<file path="src/rtl/chan_mux_arb.sv">
// chan_mux_arb -- N-channel to 1 multiplexer/arbiter with a registered output.
//
// Picks one input channel per cycle and loads its beat into a single output
// register. The output register doubles as a one-deep pipeline stage, so
// back-to-back beats flow at one per cycle when downstream is ready.
//
// Selection:
//   mode = 0 : fixed select; channel 'ctrl' is granted when it is valid.
//              A ctrl value that names no channel never grants.
//   mode = 1 : round-robin; search starts after the last granted channel,
//              wraps, and visits the last granted channel last.
//
// Optional feature (macro CHAN_MUX_LOCK_EN): adds port in_last. A beat with
// in_last=0 locks the grant onto its channel, in both modes, until that
// channel sends a beat with in_last=1. Without the macro every beat is
// arbitrated on its own.
//
// Ports:
//   clk        clock, all state updates on rising edge
//   rst        synchronous active-high reset
//   mode       0 = fixed select by ctrl, 1 = round-robin
//   ctrl       channel select for mode 0
//   in_data    packed channel data, channel i at [i*WIDTH +: WIDTH]
//   in_valid   per-channel valid
//   in_last    per-channel end-of-packet (CHAN_MUX_LOCK_EN only)
//   in_ready   per-channel ready, one-hot or zero
//   out_data   registered selected data
//   out_chan   channel that sourced out_data
//   out_valid  out_data holds an unconsumed beat
//   out_ready  downstream accepts the beat
module chan_mux_arb #(
  parameter int WIDTH    = 32,
  parameter int CHANNELS = 4,
  parameter int SEL_W    = 2
) (
  input  logic                      clk,
  input  logic                      rst,
  input  logic                      mode,
  input  logic [SEL_W-1:0]          ctrl,
  input  logic [CHANNELS*WIDTH-1:0] in_data,
  input  logic [CHANNELS-1:0]       in_valid,
`ifdef CHAN_MUX_LOCK_EN
  input  logic [CHANNELS-1:0]       in_last,
`endif
  output logic [CHANNELS-1:0]       in_ready,
  output logic [WIDTH-1:0]          out_data,
  output logic [SEL_W-1:0]          out_chan,
  output logic                      out_valid,
  input  logic                      out_ready
);

  logic [SEL_W-1:0] last_grant;
  logic [SEL_W-1:0] grant;
  logic             grant_vld;
  logic [SEL_W-1:0] rr_idx;
  logic             load_en;
  logic             transfer;
  logic [WIDTH-1:0] sel_data;
  logic             locked;
  logic [SEL_W-1:0] lock_chan;

  // The output register can take a new beat when it is empty or being drained.
  assign load_en  = !out_valid || out_ready;
  assign transfer = grant_vld && load_en && !rst;

  // Grant selection.
  always_comb begin
    // NOTE: every variable gets a default first so no path leaves it unassigned and infers a latch.
    grant     = '0;
    grant_vld = 1'b0;
    rr_idx    = '0;
    if (locked) begin
      // A locked channel keeps the grant even while it is idle.
      grant     = lock_chan;
      grant_vld = in_valid[lock_chan];
    end else if (!mode) begin
      // Looping over real channels means an out-of-range ctrl matches nothing.
      for (int i = 0; i < CHANNELS; i++) begin
        if (ctrl == SEL_W'(i) && in_valid[i]) begin
          grant     = SEL_W'(i);
          grant_vld = 1'b1;
        end
      end
    end else begin
      // Walk offsets from farthest to nearest so the nearest valid channel
      // after last_grant is the final assignment; offset CHANNELS is
      // last_grant itself, which therefore has lowest priority.
      for (int k = CHANNELS; k >= 1; k--) begin
        rr_idx = SEL_W'((int'(last_grant) + k) % CHANNELS);
        if (in_valid[rr_idx]) begin
          grant     = rr_idx;
          grant_vld = 1'b1;
        end
      end
    end
  end

  // Data mux and ready decode.
  always_comb begin
    sel_data = '0;
    in_ready = '0;
    for (int i = 0; i < CHANNELS; i++) begin
      if (grant == SEL_W'(i)) begin
        sel_data    = in_data[i*WIDTH +: WIDTH];
        in_ready[i] = transfer;
      end
    end
  end

  // Output register and round-robin pointer.
  always_ff @(posedge clk) begin
    // NOTE: sequential state uses non-blocking assignments so every register samples pre-edge values.
    if (rst) begin
      out_data   <= '0;
      out_chan   <= '0;
      out_valid  <= 1'b0;
      last_grant <= SEL_W'(CHANNELS - 1);
    end else if (transfer) begin
      out_data   <= sel_data;
      out_chan   <= grant;
      out_valid  <= 1'b1;
      last_grant <= grant;
    end else if (out_ready) begin
      out_valid  <= 1'b0;
    end
  end

`ifdef CHAN_MUX_LOCK_EN
  // Lock tracking: a non-last beat pins the grant to its channel; the last
  // beat releases it. A last beat on an unlocked channel leaves it unlocked.
  always_ff @(posedge clk) begin
    if (rst) begin
      locked    <= 1'b0;
      lock_chan <= '0;
    end else if (transfer) begin
      locked    <= !in_last[grant];
      lock_chan <= grant;
    end
  end
`else
  assign locked    = 1'b0;
  assign lock_chan = '0;
`endif

endmodule

</file>
<file path="config.mk">
export PLATFORM = sky130hd
export DESIGN_NAME = chan_mux_arb
export DESIGN_NICKNAME = d
export VERILOG_FILES = /design/src/rtl/chan_mux_arb.sv
export SDC_FILE = /design/constraint.sdc
export NUM_CORES = 1
export LEC_CHECK = 0
export CORE_ASPECT_RATIO = 1.5
export CORE_MARGIN = 2
export CORE_UTILIZATION = 30
export CTS_BUF_LIST = sky130_fd_sc_hd__clkbuf_8
export CTS_CLUSTER_SIZE = 12
export DETAILED_ROUTE_END_ITERATION = 16
export PLACE_DENSITY = 0.76
export REMOVE_ABC_BUFFERS = 1
export SYNTH_ARGS = -nofsm -noshare
export SYNTH_HDL_FRONTEND = slang
export SYNTH_SLANG_ARGS = --single-unit
</file>
<file path="constraint.sdc">
create_clock -name clk -period 3.8 [get_ports clk]
set_input_delay 0.76 -clock clk [delete_from_list [all_inputs] [get_ports clk]]
set_output_delay 0.76 -clock clk [all_outputs]
set_load 0.005 [all_outputs]
</file>
==> results.md <==
* Status: completed
* Die Y at 113.2 um
* Post-DP HPWL at 6247 um
* Most frequent cells in the layout: clkdlybuf4s50_1, dfxtp_1, a21o_1, nor3b_1, mux4_2
* Routed len/inst at 16.08 um
* Number of placement rows at 39
* Vias/cell at 4.981
* Ports at 177
* Setup TNS at 0 ps
* Peak supply drop at 205.1 uV
* Yosys top cell area share at 31.04%
* CTS tree: built
* Seq/Total Area, Yosys at 31.04%
* Number of global-route vias before repair at 2,737
* CP arrival at 2900 ps
* Die area at 0.008697 sq mm
* Fraction of layout cells with a size suffix above 1 at 14.81%
* Slew Limit Fails at 0
* Clock Path Buffers at 2
* Synth top area cells: dfxtp_1, mux4_2, a21o_1
* Largest net degree at the start of global routing at 38
* RSZ-0062 raised after global routing: false
* Router iterations before antenna repair at 4
* Cts bufs inserted at 5
* Residual DRC at 0
* Final Setup Violations at 0
* P&R area growth vs syn at 83.48%
* Synthesized area at 0.002386 sq mm
* Clock Root Buffer: clkbuf_8
* Most common cell after layout, fill and taps aside: clkdlybuf4s50_1
* Crit end category: primary output
* Die width at 76.82 um
* Clk_skew at 4.252 ps
* Number of port buffers at 176
* Clock-pin transition on the worst setup and hold timing paths at 70 ps
* Count of warnings emitted by yosys at 0
* Antenna-violating nets left at 0
* Leakage at 0.001754 uW
* Worst Path Max Fanout at 6
* Clock Latency Late Sink at 280 ps
* Final WL at 7717 um
* Worst-margin pin slew at 415.7 ps
* Initial antenna violation count at 0
* Post-Syn Instances at 201
* Ys flop type: dfxtp_1
* Antenna cell count at 0
* Critical path launch point type: primary input
* Post-synth EDFFs at 0
* Max-Cap Viols at 0
* Post-synth top area cell: dfxtp_1
* First-pass GRT wire length at 12,510 um
* Power per cell area at 304.0 mW/mm^2
* Fraction of registers with async set/reset at 0%
* Avg Cell Area, Syn at 11.87 sq um
* Total grt overflow at 0
* Highest clock rate at 0.2735 GHz
* Initial Util at 31.14%
* Nets@finish at 515
* CORE AREA at 0.007661 sq mm
* Tmin final at 3656 ps
* GPL Wtd Cong at 0.7541
* Starting DRT DRC Count at 49
* Slew margin rel. at 72.29%
* Final Instance Count excl. Fillers at 480
* Total GRT Usage at 17.98%
* H-tree depth at 2
* CTS Hold Buffers Added at 0
* CP Class: primary input to primary output
* Hold Path Class: register to register
* Clock Sinks at 37
* Distinct cells, synth at 34
* Fillcell total at 701
* DP Cell Count at 472
* Worst Path Required at 3040 ps
* Fin crit share at 96.21%
* Synth Register Bits at 37
* Total number of vias at 2,391
* Final hold violation count at 0
==> synth_stat cells, types with 4 or more instances <==
cell,number
buf_2,6
dfxtp_1,37
a21oi_1,6
nand2_1,9
a21o_1,32
nor2_1,4
mux4_2,28
nor2b_1,4
mux4_1,4
nor3b_1,31
clkbuf_1,9
==> registers in the layout, summed over array words and instances, names as in the netlist <==
| name | flops |
|---|---|
| last_grant | 2 |
| out_data | 32 |
| out_valid | 1 |
| out_chan | 2 |
==> worst max-delay path, cell delays in order <==
cell and delay, ps:
clkdlybuf4s50_1 590, mux4_1 610, o21a_2 260, nand2_1 140, nor2_1 60, clkdlybuf4s50_1 480
==> metrics by stage <==
step | worst slack [ps] | hold slack, ps | area, sq um | power (uW) | util [%]
6_report | 144.1 | 469.4 | 4378 | 1331 | 57.15
5_1_grt | 4.853 | 506.7 | 4378 | 1412 | 57.15
4_1_cts | 142.1 | 469.6 | 4372 | 1354 | 57.06
3_5_place_dp | 158.3 | 459.5 | 4270 | 1045 | 55.74
3_3_place_gp | 177.6 | 449.0 | 4270 | 1033 | 55.74
2_1_floorplan | 297.2 | 446.7 | 2288 | 716.7 | -
==> layout make-up <==
cell class              instances  area [sq um]  area share (%)
clock buffers                   7         96.34           2.201
inverters                       1         3.754         0.08574
repair buffers                187          1844           42.13
flip-flops and latches         37         740.7           16.92
multi-input cells             145          1560           35.64
clock inverters                 1         5.005          0.1143
well taps                     102         127.6           2.915
==> logic make-up after synthesis <==
kind of cell | share of synthesized area [%]
AO/OA/AOI/OAI | 17.10
buffers and inverters | 4.247
flip-flops | 31.04
multiplexers | 32.72
AND/OR/NAND/NOR | 14.89
==> power breakdown <==
part	internal [uW]	leakage (uW)	switching (uW)
registers	446	0.000307	26.0
logic	379	0.00139	180
clock network	164	0.0000542	136
==> what timing repair did <==
item                                    in CTS  in global routing
resized for setup                            0                  1
buffers inserted                             0                  0
endpoints found under the setup margin       0                  2
==> routing by layer <==
metal | global-route usage [%] | vias up | wire length (um)
met5 | 0 | - | 0
met4 | 5.212 | 0 | 101
met2 | 36.14 | 94 | 4467
met1 | 17.58 | 1143 | 2650
met3 | 4.705 | 8 | 498
li1 | - | 1146 | -
==> path summary, 6_finish.rpt <==
kind            startpoint           to  slack, ps  cells past startpoint
max                ctrl[1]  in_ready[1]        140                      6
min reg2reg    out_chan[1]  out_chan[1]        470                      2
min            out_chan[1]  out_chan[1]        470                      2
max reg2reg  last_grant[0]  out_data[0]       1580                      6
Power figures use the tool's default switching activity.
